--- config.mk ---
export PLATFORM = sky130hd
export DESIGN_NAME = mont_redu_word_pipe
export DESIGN_NICKNAME = d
export VERILOG_FILES = /design/src/rtl/mont_redu_word_pipe_pkg.sv /design/src/rtl/mont_redu_word_pipe_step.sv /design/src/rtl/mont_redu_word_pipe.sv
export SDC_FILE = /design/constraint.sdc
export NUM_CORES = 2
export LEC_CHECK = 0
export BUFFER_PORTS_ARGS = -buffer_cell sky130_fd_sc_hd__clkbuf_2
export CAP_MARGIN = 5
export CORE_UTILIZATION = 40
export DETAILED_ROUTE_END_ITERATION = 10
export GPL_TIMING_DRIVEN = 0
export PLACE_DENSITY = 0.64
export SLEW_MARGIN = 5
export SYNTH_ARGS = -nofsm -noshare
export SYNTH_HDL_FRONTEND = slang
export SYNTH_SLANG_ARGS = --single-unit
--- constraint.sdc ---
create_clock -name clk -period 14.6 [get_ports clk]
set_input_delay 4.38 -clock clk [delete_from_list [all_inputs] [get_ports clk]]
set_output_delay 4.38 -clock clk [all_outputs]
set_load 0.02 [all_outputs]
--- src/rtl/mont_redu_word_pipe_pkg.sv ---
//==============================================================================
// Module      : mont_pkg
// Description : Shared defaults, widths, stage record and helpers for the
//               word-serial Montgomery reducer.
//               Contents:
//                 DEF_QW / DEF_WW / DEF_NSTG : default modulus width, word
//                                              width and stage count
//                 TW / QHW / KW              : product, modulus-high and
//                                              k-field widths for the defaults
//                 kw_of()                    : k-field width for a stage count
//                 stage_t                    : stage record for the defaults
// Revision    : 1.0 - initial release
//==============================================================================
`default_nettype none

package mont_pkg;

    localparam int DEF_QW   = 32;
    localparam int DEF_WW   = 8;
    localparam int DEF_NSTG = 4;

    // Width of the per-sample iteration field; at least one bit so that a
    // single-stage build still has a port.
    function automatic int kw_of(input int nstg);
        return (nstg < 2) ? 1 : $clog2(nstg);
    endfunction

    localparam int TW  = 2 * DEF_QW;
    localparam int QHW = DEF_QW - DEF_WW;
    localparam int KW  = kw_of(DEF_NSTG);

    // Contents of one pipeline stage in the default configuration.
    typedef struct packed {
        logic           valid;
        logic [TW-1:0]  t;
        logic [QHW-1:0] qh;
        logic [KW-1:0]  k;
        logic           done;
    } stage_t;

endpackage

`default_nettype wire

--- src/rtl/mont_redu_word_pipe_step.sv ---
//==============================================================================
// Module      : mont_word_step
// Description : One word-serial Montgomery iteration plus its stage register.
//               For a sample that has not finished:
//                 TL = T[WW-1:0], TC = -TL mod 2^WW
//                 T' = qh*TC + (T >> WW) + (TL != 0)
//               which equals (T + q*TC) / 2^WW for q = qh*2^WW + 1.
//               Finished samples pass through untouched.
// Ports       : clk, rst           clock / async active-high reset
//               en_i               stage advance enable
//               valid_i..done_i    incoming stage record
//               valid_o..done_o    registered stage record
// Revision    : 1.0 - initial release
//==============================================================================
`default_nettype none

module mont_word_step
    import mont_pkg::*;
#(
    parameter int QW  = DEF_QW,
    parameter int WW  = DEF_WW,
    parameter int KW  = 2,
    parameter int STG = 0
) (
    input  logic              clk,
    input  logic              rst,
    input  logic              en_i,
    input  logic              valid_i,
    input  logic [2*QW-1:0]   t_i,
    input  logic [QW-WW-1:0]  qh_i,
    input  logic [KW-1:0]     k_i,
    input  logic              done_i,
    output logic              valid_o,
    output logic [2*QW-1:0]   t_o,
    output logic [QW-WW-1:0]  qh_o,
    output logic [KW-1:0]     k_o,
    output logic              done_o
);

    localparam int            TW_W  = 2 * QW;
    localparam logic [KW-1:0] STG_K = KW'(STG);

    logic [WW-1:0]   w_tl;
    logic [WW-1:0]   w_tc;
    logic            w_carry;
    logic [QW-1:0]   w_prod;
    logic [TW_W-1:0] w_t_red;
    logic [TW_W-1:0] t_d;
    logic            done_d;

    logic            valid_q;
    logic [TW_W-1:0] t_q;
    logic [QW-WW-1:0] qh_q;
    logic [KW-1:0]   k_q;
    logic            done_q;

    assign w_tl    = t_i[WW-1:0];
    assign w_tc    = (~w_tl) + WW'(1);
    // (T + TC) >> WW without a wide adder: the low word sums to exactly 2^WW
    // when TL is nonzero, contributing a single carry into the upper part.
    assign w_carry = |w_tl;
    assign w_prod  = QW'(qh_i) * QW'(w_tc);
    assign w_t_red = TW_W'(w_prod) + (t_i >> WW) + TW_W'(w_carry);

    assign t_d     = done_i ? t_i : w_t_red;
    // Stage STG performs iteration number STG; after it, a sample asking for
    // k+1 iterations with k == STG is complete.
    assign done_d  = done_i | (k_i == STG_K);

    always_ff @(posedge clk or posedge rst) begin
        if (rst) begin
            valid_q <= 1'b0;
            t_q     <= '0;
            qh_q    <= '0;
            k_q     <= '0;
            done_q  <= 1'b0;
        end else if (en_i) begin
            valid_q <= valid_i;
            t_q     <= t_d;
            qh_q    <= qh_i;
            k_q     <= k_i;
            done_q  <= done_d;
        end
    end

    assign valid_o = valid_q;
    assign t_o     = t_q;
    assign qh_o    = qh_q;
    assign k_o     = k_q;
    assign done_o  = done_q;

endmodule

`default_nettype wire

--- src/rtl/mont_redu_word_pipe.sv ---
//==============================================================================
// Module      : mont_redu_word_pipe
// Description : Parametrised word-serial Montgomery reducer.
//               res = c_in * 2^(-WW*(k_in+1)) mod q_in, for q_in = qh*2^WW + 1.
//               NSTG reduction stages plus one output stage; fixed latency of
//               NSTG+1 accepted cycles regardless of k, so order is preserved.
//               One global enable stalls every stage together.
// Ports       : clk        clock
//               reset      asynchronous active-high reset
//               in_valid   input sample valid
//               in_ready   sample can be accepted this cycle
//               c_in       2*QW-bit product to reduce
//               q_in       QW-bit modulus (low WW bits must be 1)
//               k_in       iteration count minus one (clamped to NSTG-1)
//               out_valid  result valid
//               out_ready  downstream accepts result
//               res        reduced result
// Revision    : 1.0 - initial release
//==============================================================================
`default_nettype none

module mont_redu_word_pipe
    import mont_pkg::*;
#(
    parameter int QW        = DEF_QW,
    parameter int WW        = DEF_WW,
    parameter int NSTG      = DEF_NSTG,
    parameter int FINAL_SUB = 1
) (
    input  logic                      clk,
    input  logic                      reset,
    input  logic                      in_valid,
    output logic                      in_ready,
    input  logic [2*QW-1:0]           c_in,
    input  logic [QW-1:0]             q_in,
    input  logic [kw_of(NSTG)-1:0]    k_in,
    output logic                      out_valid,
    input  logic                      out_ready,
    output logic [QW-1:0]             res
);

    localparam int             TW_W = 2 * QW;
    localparam int             QH_W = QW - WW;
    localparam int             K_W  = kw_of(NSTG);
    localparam logic [K_W-1:0] KMAX = K_W'(NSTG - 1);

    // Index 0 is the incoming sample, index j+1 the register of stage j.
    logic            w_stg_valid [0:NSTG];
    logic [TW_W-1:0] w_stg_t     [0:NSTG];
    logic [QH_W-1:0] w_stg_qh    [0:NSTG];
    logic [K_W-1:0]  w_stg_k     [0:NSTG];
    logic            w_stg_done  [0:NSTG];

    logic            w_en;
    logic [K_W-1:0]  w_k_clamp;
    logic [TW_W-1:0] w_t_last;
    logic [QW-1:0]   w_q_last;
    logic            w_ge_q;
    logic [QW-1:0]   res_d;
    logic            w_unused;

    logic            out_valid_q;
    logic [QW-1:0]   res_q;

    // Pipeline may move whenever the output register is empty or draining.
    assign w_en     = out_ready | ~out_valid_q;
    assign in_ready = w_en;

    // Only a non-power-of-two stage count can present out-of-range k codes.
    generate
        if ((1 << K_W) == NSTG) begin : g_kpass
            assign w_k_clamp = k_in;
        end else begin : g_kclamp
            assign w_k_clamp = (k_in > KMAX) ? KMAX : k_in;
        end
    endgenerate

    // An idle input cycle enters as a bubble (valid=0).
    assign w_stg_valid[0] = in_valid;
    assign w_stg_t[0]     = c_in;
    assign w_stg_qh[0]    = q_in[QW-1:WW];
    assign w_stg_k[0]     = w_k_clamp;
    assign w_stg_done[0]  = 1'b0;

    generate
        for (genvar j = 0; j < NSTG; j++) begin : g_stage
            mont_word_step #(
                .QW  (QW),
                .WW  (WW),
                .KW  (K_W),
                .STG (j)
            ) u_step (
                .clk     (clk),
                .rst     (reset),
                .en_i    (w_en),
                .valid_i (w_stg_valid[j]),
                .t_i     (w_stg_t[j]),
                .qh_i    (w_stg_qh[j]),
                .k_i     (w_stg_k[j]),
                .done_i  (w_stg_done[j]),
                .valid_o (w_stg_valid[j+1]),
                .t_o     (w_stg_t[j+1]),
                .qh_o    (w_stg_qh[j+1]),
                .k_o     (w_stg_k[j+1]),
                .done_o  (w_stg_done[j+1])
            );
        end
    endgenerate

    // Rebuild the modulus; its low word is 1 by construction.
    assign w_t_last = w_stg_t[NSTG];
    assign w_q_last = {w_stg_qh[NSTG], WW'(1)};
    assign w_ge_q   = (w_t_last >= TW_W'(w_q_last));

    // The raw result is below 2q for in-range inputs, so one conditional
    // subtraction lands in [0,q); the difference fits in QW bits.
    always_comb begin
        res_d = w_t_last[QW-1:0];
        if ((FINAL_SUB != 0) && w_ge_q) begin
            res_d = w_t_last[QW-1:0] - w_q_last;
        end
    end

    always_ff @(posedge clk or posedge reset) begin
        if (reset) begin
            out_valid_q <= 1'b0;
            res_q       <= '0;
        end else if (w_en) begin
            out_valid_q <= w_stg_valid[NSTG];
            // Keep the last result visible across bubbles.
            if (w_stg_valid[NSTG]) begin
                res_q <= res_d;
            end
        end
    end

    assign out_valid = out_valid_q;
    assign res       = res_q;

    // The modulus low word is implied, and the final stage's bookkeeping
    // fields have no consumer.
    assign w_unused = ^{q_in[WW-1:0], w_stg_k[NSTG], w_stg_done[NSTG]};

endmodule

`default_nettype wire

==> out/results.tsv <==
stage	metric	value	unit
sta	period_share	91.11	%
die	ioPinCount	136	
cts	insertion_delay	0.66	ns
worst_hold_path	hp-class	flip-flop to flip-flop	
route	dr_wl_met3	8.884	mm
die	core_region_area	0.1320	mm^2
sta	maxSlewViolCount	0	
global_routing	grt.total_usage	26.10	%
layout	area_growth	8.647	%
cts	cts_num_sinks	372	
worst_setup_path	crit_arrival	13.76	ns
cts	cts_resized	0	
worst_setup_path	crit_fanout	10	
route	highest_layer	met5	
route	detail-route-antenna-nets	0	
worst_setup_path	critical_path_class	primary input to flip-flop	
layout	layout-drive-gt1-share	4.891	%
layout	layout.nets	7748	
cts	clockRootBuffer	clkbuf_16	
cts	cts_setup_buffers	0	
cts	clk_pin_slew	0.06	ns
route	routedWlPerCell	20.54	um
sta	hold_violations	0	
route	vias	45856	
layout	stdcell_count	8524	
synthesis	syn_area_per_cell	8.149	um^2
worst_setup_path	end_kind	flip-flop	
cts	cts_tree	yes	
cts	htree_levels	2	
synthesis	ys_top_cells_by_area	fa_1 (24%), dfrtp_1 (17%), inv_1 (7.1%)	
synthesis	synth_cells	6552	
synthesis	async_flop_share	100.0	%
synthesis	syn_area	0.05339	mm^2
global_routing	grt_pass1_vias	47207	
sta	clock-skew-final	0.04334	ns
die	placementRows	133	
synthesis	ys.flop_type	dfrtp_1	
synthesis	synth_cell_types	111	
synthesis	synth_top_area_cell	fa_1	
job	drv_cap	0	
sta	rsz0062_at_grt	false	
die	initial_core_util	40.46	%
sta	fin_hold_ws	0.4680	ns
placement	dp_cells	8439	
route	met2WireLength	84.61	mm
die	die_h	367.3	um
route	drtIter0Drc	3105	
route	routedLengthMet1	71.77	mm
synthesis	ys_seq_elements	372	
layout	utilization	43.96	%
global_routing	overflow	0	
die	die_x	367.3	um
placement	place_hpwl	145.9	mm
global_routing	grt_first_pass_wirelength	273.7	mm
cts	cts_buffer_depth	3	
route	dr.pass1.iters	6	
cts	cts_buffers	46	
die	die_area	0.1349	mm^2
worst_setup_path	start_kind	primary input	
sta	period_needed	13.30	ns
synthesis	syn_nets	7568	
sta	slew_headroom	5.178	%
run_status	status	completed	
synthesis	synth_top_area_share	24.30	%
synthesis	yosysSeqAreaShare	17.44	%
placement	place_congestion	0.9744	
sta	max_freq	75.17	MHz
cts	hold_buffers	0	
route	post-route-drc-count	0	
global_routing	antenna_found_initial	6	
route	vias_per_cell	5.380	
placement	numPortBuffers	120	
worst_setup_path	crit_required	15.05	ns
synthesis	synth-edff-count	0	
sta	setup_violations	0	
route	drt-total-wl	175.1	mm
synthesis	yosysWarnings	0	
sta	worstMarginPinSlew	1.422	ns
global_routing	grt_max_degree	41	
sta	fin_setup_tns	0	ns
==> worst max-delay path: stages <==
cell      delay (ns)
clkbuf_1        0.39
buf_1           0.40
inv_1           0.09
ha_1            0.25
nand2_1         0.09
xor2_1          0.78
clkbuf_1        0.44
and2_1          0.22
fa_1            0.45
fa_1            0.54
fa_1            0.52
fa_1            0.49
ha_1            0.31
buf_2           0.19
a21oi_1         0.40
o21ai_0         0.24
a211oi_1        0.82
o22ai_1         0.32
xor2_1          0.39
nand3_1         0.23
nor4_2          0.51
nand4_1         0.34
nor3_1          0.53
nand3_1         0.16
xnor2_1         0.17
a21oi_1         0.08
==> registers in the layout (all words and copies together), names as in the netlist <==
| register | flops |
|---|---|
| g_stage.u_step.k_o | 4 |
| out_valid | 1 |
| g_stage.u_step.t_o | 232 |
| res | 32 |
| g_stage.u_step.valid_o | 4 |
| g_stage.u_step.done_o | 3 |
| g_stage.u_step.qh_o | 96 |
==> Yosys cell counts, types with 10 or more instances <==
cell      number
ha_1         266
or3_1         28
or2_2         18
o21ai_1       19
a211oi_1      38
nand4b_1      14
or4_1         16
nor4b_1       14
a21boi_0      14
o31ai_1       24
nand3b_1      11
fa_1         648
buf_4         14
nand2b_1      23
a31oi_1       18
nand3_1      139
buf_1         28
inv_1       1009
xnor2_1      224
nand2_1      975
xor2_1       139
nand4_1       76
and2_1       571
a21o_1        64
o21a_1        40
buf_2         23
clkbuf_1     274
o21ai_0      348
and4_1        10
a21oi_1      294
nor4_1        42
nor3_1        81
nor2_1       272
nor3b_1       16
and3_1        59
dfrtp_1      372
mux2i_1       62
nor2b_1       23
o211ai_1      28
o21bai_1      24
==> metrics by stage <==
step / setup WS [ns] / instance area [um^2]
CTS: 1.260 / 58000
global route: 0.5715 / 58010
finish: 1.297 / 58010
detailed placement: 0.6124 / 56440
global placement: 0.6635 / 56190
floorplan: 3.058 / 53400
==> cell type report <==
| cell class | instances | area (um^2) |
|---|---|---|
| Fill cell | 13349 | 73950 |
| Multi-Input combinational cell | 4828 | 38920 |
| Sequential cell | 372 | 9309 |
| Inverter | 1009 | 3791 |
| Tap cell | 1755 | 2196 |
| Buffer | 343 | 1378 |
| Clock buffer | 61 | 1287 |
| Timing Repair Buffer | 132 | 848.3 |
| Clock inverter | 22 | 272.8 |
| Antenna cell | 2 | 5.005 |
==> placed cells by master, fill, tap and decap left out, types with 224 or more instances in the layout <==
cell type | Yosys | routed
inv_1 | 1009 | 1008
nand2_1 | 975 | 975
fa_1 | 648 | 648
and2_1 | 571 | 571
dfrtp_1 | 372 | 372
o21ai_0 | 348 | 348
a21oi_1 | 294 | 294
clkbuf_1 | 274 | 278
nor2_1 | 272 | 272
ha_1 | 266 | 266
xnor2_1 | 224 | 224
==> routing by layer <==
layer  up-vias  global-route usage [%]
li1      21328                       -
met4         2                   13.20
met1     22739                   32.09
met5         -                       0
met3       389                   2.910
met2      1398                   45.11
==> worst paths after layout <==
kind | endpoint | from | cells past startpoint | slack, ns
worst min-delay path | g_stage[1].u_step.valid_o$_DFFE_PP0N_ | g_stage[1].u_step.valid_o$_DFFE_PP0N_ | 2 | 0.47
worst min register to register | g_stage[1].u_step.valid_o$_DFFE_PP0N_ | g_stage[1].u_step.valid_o$_DFFE_PP0N_ | 2 | 0.47
min in group asynchronous | g_stage[2].u_step.qh_o[1]$_DFFE_PP0N_ | reset | 3 | 3.76
max in group asynchronous | g_stage[0].u_step.t_o[25]$_DFFE_PP0N_ | reset | 8 | 9.44
worst max register to register | g_stage[2].u_step.t_o[50]$_DFFE_PP0N_ | g_stage[1].u_step.t_o[0]$_DFFE_PP0N_ | 27 | 4.50
worst max-delay path | g_stage[0].u_step.t_o[51]$_DFFE_PP0N_ | c_in[0] | 26 | 1.30
==> kinds of logic (layout without fill, tap and decap cells) <==
| kind of cell | count (synthesis) | count (layout) | synth area share, % |
|---|---|---|---|
| and+or+nand+nor | 2427 | 2427 | 22.73 |
| buffers and inverters | 1352 | 1567 | 9.667 |
| AOI/OAI and AO/OA | 1054 | 1054 | 12.30 |
| adders and majority gates | 914 | 914 | 30.53 |
| DFF | 372 | 372 | 17.44 |
| xor gates and xnor gates | 366 | 366 | 6.067 |
| muxes | 67 | 67 | 1.268 |
| other | 0 | 2 | 0 |
Power is left out: the tool's default activity adds up to more than one toggle a clock period on the data nets, which glitch-free logic cannot reach.
